[src/rtl/imem_pkg.sv]
// imem_pkg
//   Shared definitions for the instruction-memory responder:
//   - imem_state_t   : responder FSM states
//   - NOP_INSTR      : instruction returned whenever no response is presented
//   - WORDS_PER_LINE : 16-bit words per cache line
//   - addr_offset / addr_index / addr_tag : request address field extraction.
//     Addresses are byte addresses of 16-bit words, so bit 0 is the
//     alignment bit, bits [2:1] select the word in a line, the next
//     idx_w bits select the line and everything above is the tag.
package imem_pkg;

    typedef enum logic [1:0] {
        IDLE      = 2'd0,
        FILL_REQ  = 2'd1,
        FILL_WAIT = 2'd2,
        RESP      = 2'd3
    } imem_state_t;

    localparam logic [15:0] NOP_INSTR      = 16'h0800;
    localparam int          WORDS_PER_LINE = 4;
    localparam int          LINE_LSB       = 3;

    function automatic logic [1:0] addr_offset(input logic [15:0] addr);
        return addr[2:1];
    endfunction

    // Returned zero-extended to 16 bits; caller keeps the low idx_w bits.
    function automatic logic [15:0] addr_index(input logic [15:0] addr,
                                               input int          idx_w);
        logic [15:0] mask;
        mask = (16'd1 << idx_w) - 16'd1;
        return (addr >> LINE_LSB) & mask;
    endfunction

    // Returned zero-extended to 16 bits; caller keeps the low tag bits.
    function automatic logic [15:0] addr_tag(input logic [15:0] addr,
                                             input int          idx_w);
        return addr >> (LINE_LSB + idx_w);
    endfunction

endpackage

[src/rtl/imem_line_store.sv]
// imem_line_store
//   Tag, valid and data arrays of the direct-mapped instruction cache.
//   Ports:
//     clk, rst          : clock, synchronous active-low reset (clears valid only)
//     rd_index/rd_offset: combinational read address
//     rd_tag/rd_valid/rd_word : stored tag, valid bit and data word
//     wr_en             : write wr_data into word wr_offset of line wr_index
//     tag_we            : commit wr_tag to line wr_index and mark it valid
//     wr_index/wr_offset/wr_data/wr_tag : write port operands
module imem_line_store
    import imem_pkg::*;
#(
    parameter int LINES = 8,
    parameter int WORDS = WORDS_PER_LINE,
    parameter int TAG_W = 10
) (
    input  logic                     clk,
    input  logic                     rst,
    input  logic [$clog2(LINES)-1:0] rd_index,
    input  logic [$clog2(WORDS)-1:0] rd_offset,
    output logic [TAG_W-1:0]         rd_tag,
    output logic                     rd_valid,
    output logic [15:0]              rd_word,
    input  logic                     wr_en,
    input  logic                     tag_we,
    input  logic [$clog2(LINES)-1:0] wr_index,
    input  logic [$clog2(WORDS)-1:0] wr_offset,
    input  logic [15:0]              wr_data,
    input  logic [TAG_W-1:0]         wr_tag
);

    logic [15:0]      data_mem [LINES*WORDS];
    logic [TAG_W-1:0] tag_mem  [LINES];
    logic [LINES-1:0] valid;

    assign rd_word  = data_mem[{rd_index, rd_offset}];
    assign rd_tag   = tag_mem[rd_index];
    assign rd_valid = valid[rd_index];

    // Only the valid bits carry reset; stale tags/data are harmless
    // because nothing is reported as a hit without its valid bit.
    always_ff @(posedge clk) begin
        if (!rst) begin
            valid <= '0;
        end else if (tag_we) begin
            valid[wr_index] <= 1'b1;
        end
    end

    always_ff @(posedge clk) begin
        if (wr_en) begin
            data_mem[{wr_index, wr_offset}] <= wr_data;
        end
        if (tag_we) begin
            tag_mem[wr_index] <= wr_tag;
        end
    end

endmodule

[src/rtl/imem_responder.sv]
// imem_responder
//   Responder side of the fetch / instruction-memory handshake with a small
//   direct-mapped read-only cache refilled word-serially from backing memory.
//   Ports:
//     clk, rst      : clock, synchronous active-low reset
//     Addr, Rd, Wr  : fetch request (Wr is unsupported and reported as err)
//     DataIn        : unused, tied off by the initiator
//     createdump    : reserved, no effect
//     DataOut       : returned instruction, NOP whenever Done=0
//     Done          : one-cycle response strobe per sampled request
//     Stall         : refill in progress
//     CacheHit      : response was served from the cache
//     Addr_latched  : address the current response belongs to
//     err           : misaligned or write request
//     mem_addr, mem_rd : backing word read, one mem_rd cycle per word
//     mem_data, mem_valid : backing read return
//
//   Handshake: a request is taken at any clock edge where the FSM is in
//   IDLE or RESP and Rd or Wr is high. Exactly one Done pulse answers each
//   taken request: one cycle later for a hit or an error, in the RESP cycle
//   for a miss. Requests presented during a refill are not taken; fetch
//   drops stale responses by comparing Addr_latched with its PC.
module imem_responder #(
    parameter int LINES          = 8,
    parameter int WORDS_PER_LINE = 4
) (
    input  logic        clk,
    input  logic        rst,
    input  logic [15:0] Addr,
    input  logic        Rd,
    input  logic        Wr,
    input  logic [15:0] DataIn,
    input  logic        createdump,
    output logic [15:0] DataOut,
    output logic        Done,
    output logic        Stall,
    output logic        CacheHit,
    output logic [15:0] Addr_latched,
    output logic        err,
    output logic [15:0] mem_addr,
    output logic        mem_rd,
    input  logic [15:0] mem_data,
    input  logic        mem_valid
);

    import imem_pkg::*;

    localparam int IDX_W = $clog2(LINES);
    localparam int OFF_W = $clog2(WORDS_PER_LINE);
    localparam int TAG_W = 16 - IDX_W - OFF_W - 1;
    localparam logic [OFF_W-1:0] LAST_WORD = OFF_W'(WORDS_PER_LINE - 1);

    imem_state_t state;

    // Lookup fields of the incoming address.
    logic [15:0]      idx_full;
    logic [15:0]      tag_full;
    logic [1:0]       off_full;
    logic [IDX_W-1:0] lk_index;
    logic [TAG_W-1:0] lk_tag;
    logic [OFF_W-1:0] lk_offset;

    // Request captured at a miss; the whole fill works from these.
    logic [15:0]      req_addr;
    logic [IDX_W-1:0] req_index;
    logic [TAG_W-1:0] req_tag;
    logic [OFF_W-1:0] req_offset;
    logic [OFF_W-1:0] word_cnt;
    logic [OFF_W-1:0] next_word;
    logic [15:0]      resp_word;

    logic [TAG_W-1:0] rd_tag;
    logic             rd_valid;
    logic [15:0]      rd_word;
    logic             hit;
    logic             req_bad;
    logic             fill_we;
    logic             fill_last;
    logic             unused_bits;

    assign idx_full  = addr_index(Addr, IDX_W);
    assign tag_full  = addr_tag(Addr, IDX_W);
    assign off_full  = addr_offset(Addr);
    assign lk_index  = idx_full[IDX_W-1:0];
    assign lk_tag    = tag_full[TAG_W-1:0];
    assign lk_offset = off_full[OFF_W-1:0];

    assign unused_bits = ^{DataIn, createdump, idx_full[15:IDX_W], tag_full[15:TAG_W]};

    assign hit       = rd_valid && (rd_tag == lk_tag);
    assign req_bad   = Wr || Addr[0];
    assign next_word = word_cnt + OFF_W'(1);

    // A returned word is written only while waiting for it; mem_valid in
    // any other state is ignored. The tag (and valid) is committed with the
    // last word, so a conflicting line keeps its old tag until then.
    assign fill_we   = (state == FILL_WAIT) && mem_valid;
    assign fill_last = fill_we && (word_cnt == LAST_WORD);

    imem_line_store #(
        .LINES (LINES),
        .WORDS (WORDS_PER_LINE),
        .TAG_W (TAG_W)
    ) u_line_store (
        .clk       (clk),
        .rst       (rst),
        .rd_index  (lk_index),
        .rd_offset (lk_offset),
        .rd_tag    (rd_tag),
        .rd_valid  (rd_valid),
        .rd_word   (rd_word),
        .wr_en     (fill_we),
        .tag_we    (fill_last),
        .wr_index  (req_index),
        .wr_offset (word_cnt),
        .wr_data   (mem_data),
        .wr_tag    (req_tag)
    );

    always_ff @(posedge clk) begin
        if (!rst) begin
            state        <= IDLE;
            Done         <= 1'b0;
            Stall        <= 1'b0;
            CacheHit     <= 1'b0;
            err          <= 1'b0;
            DataOut      <= NOP_INSTR;
            Addr_latched <= 16'h0000;
            mem_rd       <= 1'b0;
            mem_addr     <= 16'h0000;
            req_addr     <= 16'h0000;
            req_index    <= '0;
            req_tag      <= '0;
            req_offset   <= '0;
            word_cnt     <= '0;
            resp_word    <= 16'h0000;
        end else begin
            // Response strobes and the backing read strobe are single-cycle.
            Done     <= 1'b0;
            CacheHit <= 1'b0;
            err      <= 1'b0;
            DataOut  <= NOP_INSTR;
            mem_rd   <= 1'b0;

            case (state)
                // RESP behaves like IDLE for sampling so a new request can be
                // taken in the same cycle the miss response is presented.
                IDLE, RESP: begin
                    state <= IDLE;
                    if (Rd || Wr) begin
                        if (req_bad) begin
                            Done         <= 1'b1;
                            err          <= 1'b1;
                            Addr_latched <= Addr;
                        end else if (hit) begin
                            Done         <= 1'b1;
                            CacheHit     <= 1'b1;
                            DataOut      <= rd_word;
                            Addr_latched <= Addr;
                        end else begin
                            state      <= FILL_REQ;
                            Stall      <= 1'b1;
                            mem_rd     <= 1'b1;
                            mem_addr   <= {Addr[15:OFF_W+1], {OFF_W{1'b0}}, 1'b0};
                            req_addr   <= Addr;
                            req_index  <= lk_index;
                            req_tag    <= lk_tag;
                            req_offset <= lk_offset;
                            word_cnt   <= '0;
                        end
                    end
                end

                FILL_REQ: begin
                    state <= FILL_WAIT;
                end

                FILL_WAIT: begin
                    if (mem_valid) begin
                        if (word_cnt == req_offset) begin
                            resp_word <= mem_data;
                        end
                        if (word_cnt == LAST_WORD) begin
                            state        <= RESP;
                            Stall        <= 1'b0;
                            Done         <= 1'b1;
                            Addr_latched <= req_addr;
                            // The requested word may be the one arriving now.
                            DataOut      <= (req_offset == LAST_WORD) ? mem_data : resp_word;
                        end else begin
                            state    <= FILL_REQ;
                            word_cnt <= next_word;
                            mem_rd   <= 1'b1;
                            mem_addr <= {req_tag, req_index, next_word, 1'b0};
                        end
                    end
                end

                default: begin
                    state <= IDLE;
                end
            endcase
        end
    end

endmodule
[config.mk]
export PLATFORM = sky130hd
export DESIGN_NAME = imem_responder
export DESIGN_NICKNAME = d
export VERILOG_FILES = /design/src/rtl/imem_pkg.sv /design/src/rtl/imem_line_store.sv /design/src/rtl/imem_responder.sv
export SDC_FILE = /design/constraint.sdc
export NUM_CORES = 1
export LEC_CHECK = 0
export CORE_MARGIN = 5
export CORE_UTILIZATION = 57
export CTS_BUF_LIST = sky130_fd_sc_hd__clkbuf_16
export CTS_CLUSTER_SIZE = 28
export DETAILED_ROUTE_END_ITERATION = 10
export PLACE_DENSITY_LB_ADDON = 0.25
export SLEW_MARGIN = 30
export SYNTH_ARGS = -nofsm -noshare
export SYNTH_HDL_FRONTEND = slang
export SYNTH_SLANG_ARGS = --single-unit
[constraint.sdc]
create_clock -name clk -period 6.59 [get_ports clk]
set_input_delay 1.318 -clock clk [delete_from_list [all_inputs] [get_ports clk]]
set_output_delay 1.318 -clock clk [all_outputs]
set_load 0.03 [all_outputs]
==> impl.org <==
** Clocking
- The number of gates resized after CTS was 0.
- Clock latency on the worst-skew pair :: 0.60 ns
- In this run, post-CTS hold repair placed 0 buffers.
- CTS sink count :: 686
- Buffers added to address setup during post-CTS repair amount to 0.
- Number of buffers added by the clock tree synthesis step :: 68
- The clock passes through at most 3 buffers.
- TritonCTS built the clock tree.
- The H-tree generated during clock tree synthesis spans 3 levels.
- Clock tree root driver cell :: sky130_fd_sc_hd__clkbuf_16
- After clock tree synthesis, the clock-pin slew on the worst setup and hold paths is 0.06 ns.

** Global routing
- Via count of the first global-routing pass :: 13,656
- Global routing used 23.47% of the available tracks across all layers.
- The total overflow left after global routing is 0.
- Pin count of the biggest net entering global routing :: 110
- Number of antenna violations at the first check in global routing :: 1
- The first global-routing pass estimated 87,910 um of wire.

** Cells and area
- Area overhead of the layout relative to synthesis :: 14.43%
- For this run, the number of standard cells in the final layout without fillers is 2,133.
- In the layout the commonest cells are sky130_fd_sc_hd__edfxtp_1 (592), sky130_fd_sc_hd__mux4_2 (174), sky130_fd_sc_hd__mux2i_1 (98).
- At the end of the flow, the number of nets in the layout was 1,535.
- Leaving out fill and tap cells, the most frequent cell in the layout is sky130_fd_sc_hd__edfxtp_1.
- Fraction of final layout cells sized beyond drive strength 1 :: 26.30%

** Timing
- Static timing analysis puts the maximum clock frequency at 0.2163 GHz.
- Worst-case hold slack :: 0.4579 ns
- Setup repair after global routing left no endpoint under its margin.
- The final number of hold-violating endpoints was 0.
- Actual transition at the worst max-transition pin :: 0.9531 ns
- Setup violations remaining at the end of the flow were counted as 0.
- The final-report max-slew violation count is 0.
- After routing, the total negative slack on setup checks comes to 0 ns.
- Final critical-path share of the clock period :: 70.15%
- Time the final worst path needs with I/O delays and setup :: 4.623 ns
- Worst slew margin relative to its limit :: 36.39%
- On the final layout, the worst clock skew is 0.02690 ns.

** Floorplan
- The floorplan step set the die width to 226.9 um.
- Core footprint :: 46,560 um2
- Die outline area :: 51,480 um2
- From bottom edge to top edge, the die measures 226.9 um.
- Once the floorplan was initialized, standard cells occupied 57.60% of the core.
- IO Count :: 107
- Number of core rows :: 79

** Drt
- Antenna Violating Nets Remaining :: 0
- Number of search-and-repair iterations in the first detailed-routing pass :: 5
- The detailed router finished its first iteration with 1,217 violations.
- For this block, the routed nets add up to 58,910 um of wire.
- Dividing the detail-routed wire length by the instance count gives 27.62 um.
- Using the TritonRoute via totals, the vias-per-cell ratio works out to 6.221.
- Summing over every cut layer, the via total after detailed routing is 13,270.
- Post-route DRC violation count :: 0

** Synth
- Among all flip-flop cells after synthesis, the most frequent one is sky130_fd_sc_hd__edfxtp_1.
- Syn nets :: 1,411
- Yosys printed 0 warnings.
- Counting flops with an async set or reset pin after synthesis yields a share of 0%.
- Distinct cells, synth :: 49
- Synthesis handed over a netlist of 1,350 instances.
- Flip-flop and latch count after synthesis :: 686
- Mean Syn Cell Area :: 19.86 um2
- In this run, synthesis inferred 592 flip-flops with an integrated enable.
- Cell Area, Synth :: 26,820 um2
- After synthesis, flip-flops and latches occupy 73.31% of the total area.

** Worst setup path
- The largest single stage delay on the critical path is 0.57 ns.
- Category of the critical setup timing path :: input pin to flip-flop
- Critical path peak fanout :: 24
- The worst setup path is captured at a flip-flop.
- The slowest stage of the critical path belongs to the cell sky130_fd_sc_hd__nand4_2.
- For the worst setup path, the data arrival time is 5.09 ns.
- Cell chain of the critical path :: buf_2, buf_4, nor2b_1, a22oi_1, and3_1, o211ai_1, nor4_2, and2_1, nand4_2, o21ai_0
- Data on the critical path is required at its endpoint by 7.06 ns.
- Critical Path Source Type :: input pin

** Flow run
- Across the run, the number of max-cap violations was 0.

** Power
- Worst supply voltage drop on vdd :: 0.0002735 V
- In this run the static leakage power is 9.996 nW.
- Power per Cell Area :: 288.8 nW/um2

** Placed design
- Input and output buffers added on the ports amount to 88.
- Counting tap cells, the placed design contains a total of 2,011 instances.
- Gpl congestion :: 0.7895
- HPWL after detailed placement :: 33,050 um

** Min path
- Path category of the worst min-delay check :: flip-flop to flip-flop

** Status
- Outcome :: finished, final reports clean
==> metal layers <==
layer	up-vias	track usage (%)	share of wire, %
li1	5687	-	-
met1	7016	32.19	40
met2	475	39.57	51
met3	92	4.182	6.2
met4	0	6.656	2.2
met5	-	0	0
==> per-stage QoR <==
stage               power [W]  worst slack (ns)  area [um2]  utilization, %
floorplan            0.005109             2.870       26820               -
global placement     0.005273             1.442       28490           61.19
detailed placement   0.005285             1.394       28560           61.35
CTS                  0.008937             1.986       30690           65.92
global route         0.009169             1.693       30680           65.90
finish               0.008862             1.967       30680           65.91
==> synthesized netlist by cell type (2+ instances only) <==
cell                       instances  share of area [%]
sky130_fd_sc_hd__ha_1              7               0.33
sky130_fd_sc_hd__o21ai_0          19               0.35
sky130_fd_sc_hd__a221oi_2          2               0.11
sky130_fd_sc_hd__nand3b_1          4               0.11
sky130_fd_sc_hd__a21oi_1           7               0.13
sky130_fd_sc_hd__o22ai_1           2              0.047
sky130_fd_sc_hd__a21o_1            2              0.056
sky130_fd_sc_hd__buf_1            13               0.18
sky130_fd_sc_hd__xnor2_1           4               0.13
sky130_fd_sc_hd__nand3_1          12               0.22
sky130_fd_sc_hd__nor2b_1          33               0.77
sky130_fd_sc_hd__o211ai_1          2              0.056
sky130_fd_sc_hd__nand2_1          83                1.2
sky130_fd_sc_hd__buf_4             9               0.25
sky130_fd_sc_hd__or3b_2            2              0.065
sky130_fd_sc_hd__nor2_1           52               0.73
sky130_fd_sc_hd__and3_1            5               0.12
sky130_fd_sc_hd__o221a_2           3               0.13
sky130_fd_sc_hd__mux2i_1          98                3.7
sky130_fd_sc_hd__buf_2             5              0.093
sky130_fd_sc_hd__and2_1            3              0.070
sky130_fd_sc_hd__xor2_1            7               0.23
sky130_fd_sc_hd__dfxtp_1          94                7.0
sky130_fd_sc_hd__mux2_2           29                1.2
sky130_fd_sc_hd__a22o_1            2              0.065
sky130_fd_sc_hd__clkbuf_1         47               0.66
sky130_fd_sc_hd__o21a_1            9               0.25
sky130_fd_sc_hd__edfxtp_1        592                 66
sky130_fd_sc_hd__buf_8             2               0.11
sky130_fd_sc_hd__mux4_2          174                 15
sky130_fd_sc_hd__inv_1             8               0.11
sky130_fd_sc_hd__a22oi_1           2              0.056
==> power by group <==
| group | internal (W) | switching, W |
|---|---|---|
| Clock | 0.00211 | 0.00157 |
| Sequential | 0.00472 | 0.0000174 |
| Combinational | 0.000196 | 0.000248 |
| Total | 0.00703 | 0.00183 |
==> registers in the layout, summed over array words and instances, names as in the netlist <==
register / cells
u_line_store.valid: 8
u_line_store.tag_mem: 80
mem_rd: 1
mem_addr: 14
req_addr: 16
err: 1
Addr_latched: 16
state: 2
word_cnt: 1
Stall: 1
CacheHit: 1
Done: 1
resp_word: 16
u_line_store.data_mem: 512
DataOut: 16
==> area by class of cell <==
type	count	area, um2
clock inverters	50	347.8
diodes	1	2.502
multi-input cells	578	6919
repair buffers	132	1190
well taps	607	759.5
flip-flops and latches	686	19660
clock buffers	71	1777
inverters	8	30.03
fillers	3032	15870
==> worst max-delay path, delay by kind of cell <==
kind | cells | cell delay, ns
AOI/OAI and AO/OA | 3 | 0.88
buffers and inverters | 2 | 1.05
and+or+nand+nor | 5 | 1.81
==> logic make-up (layout without fill, tap and decap cells) <==
logic type	Yosys count	count (layout)	synth area share, %
muxes	301	301	19.49
xor gates and xnor gates	11	11	0.3593
AOI/OAI and AO/OA	57	57	1.507
DFF	686	686	73.31
adders and majority gates	7	7	0.3266
buffers and inverters	86	261	1.526
other	1	2	0.01398
and+or+nand+nor	201	201	3.467
==> final timing paths <==
check                endpoint  slack, ns  depth (start not counted)                       start
min reg2reg  Addr_latched[15]       0.46                          2            Addr_latched[15]
max reg2reg       DataOut[15]       3.11                          8  u_line_store.tag_mem[4][3]
min          Addr_latched[15]       0.46                          2            Addr_latched[15]
max               DataOut[15]       1.97                         10                     Addr[4]
(Power assumes the default switching activity.)
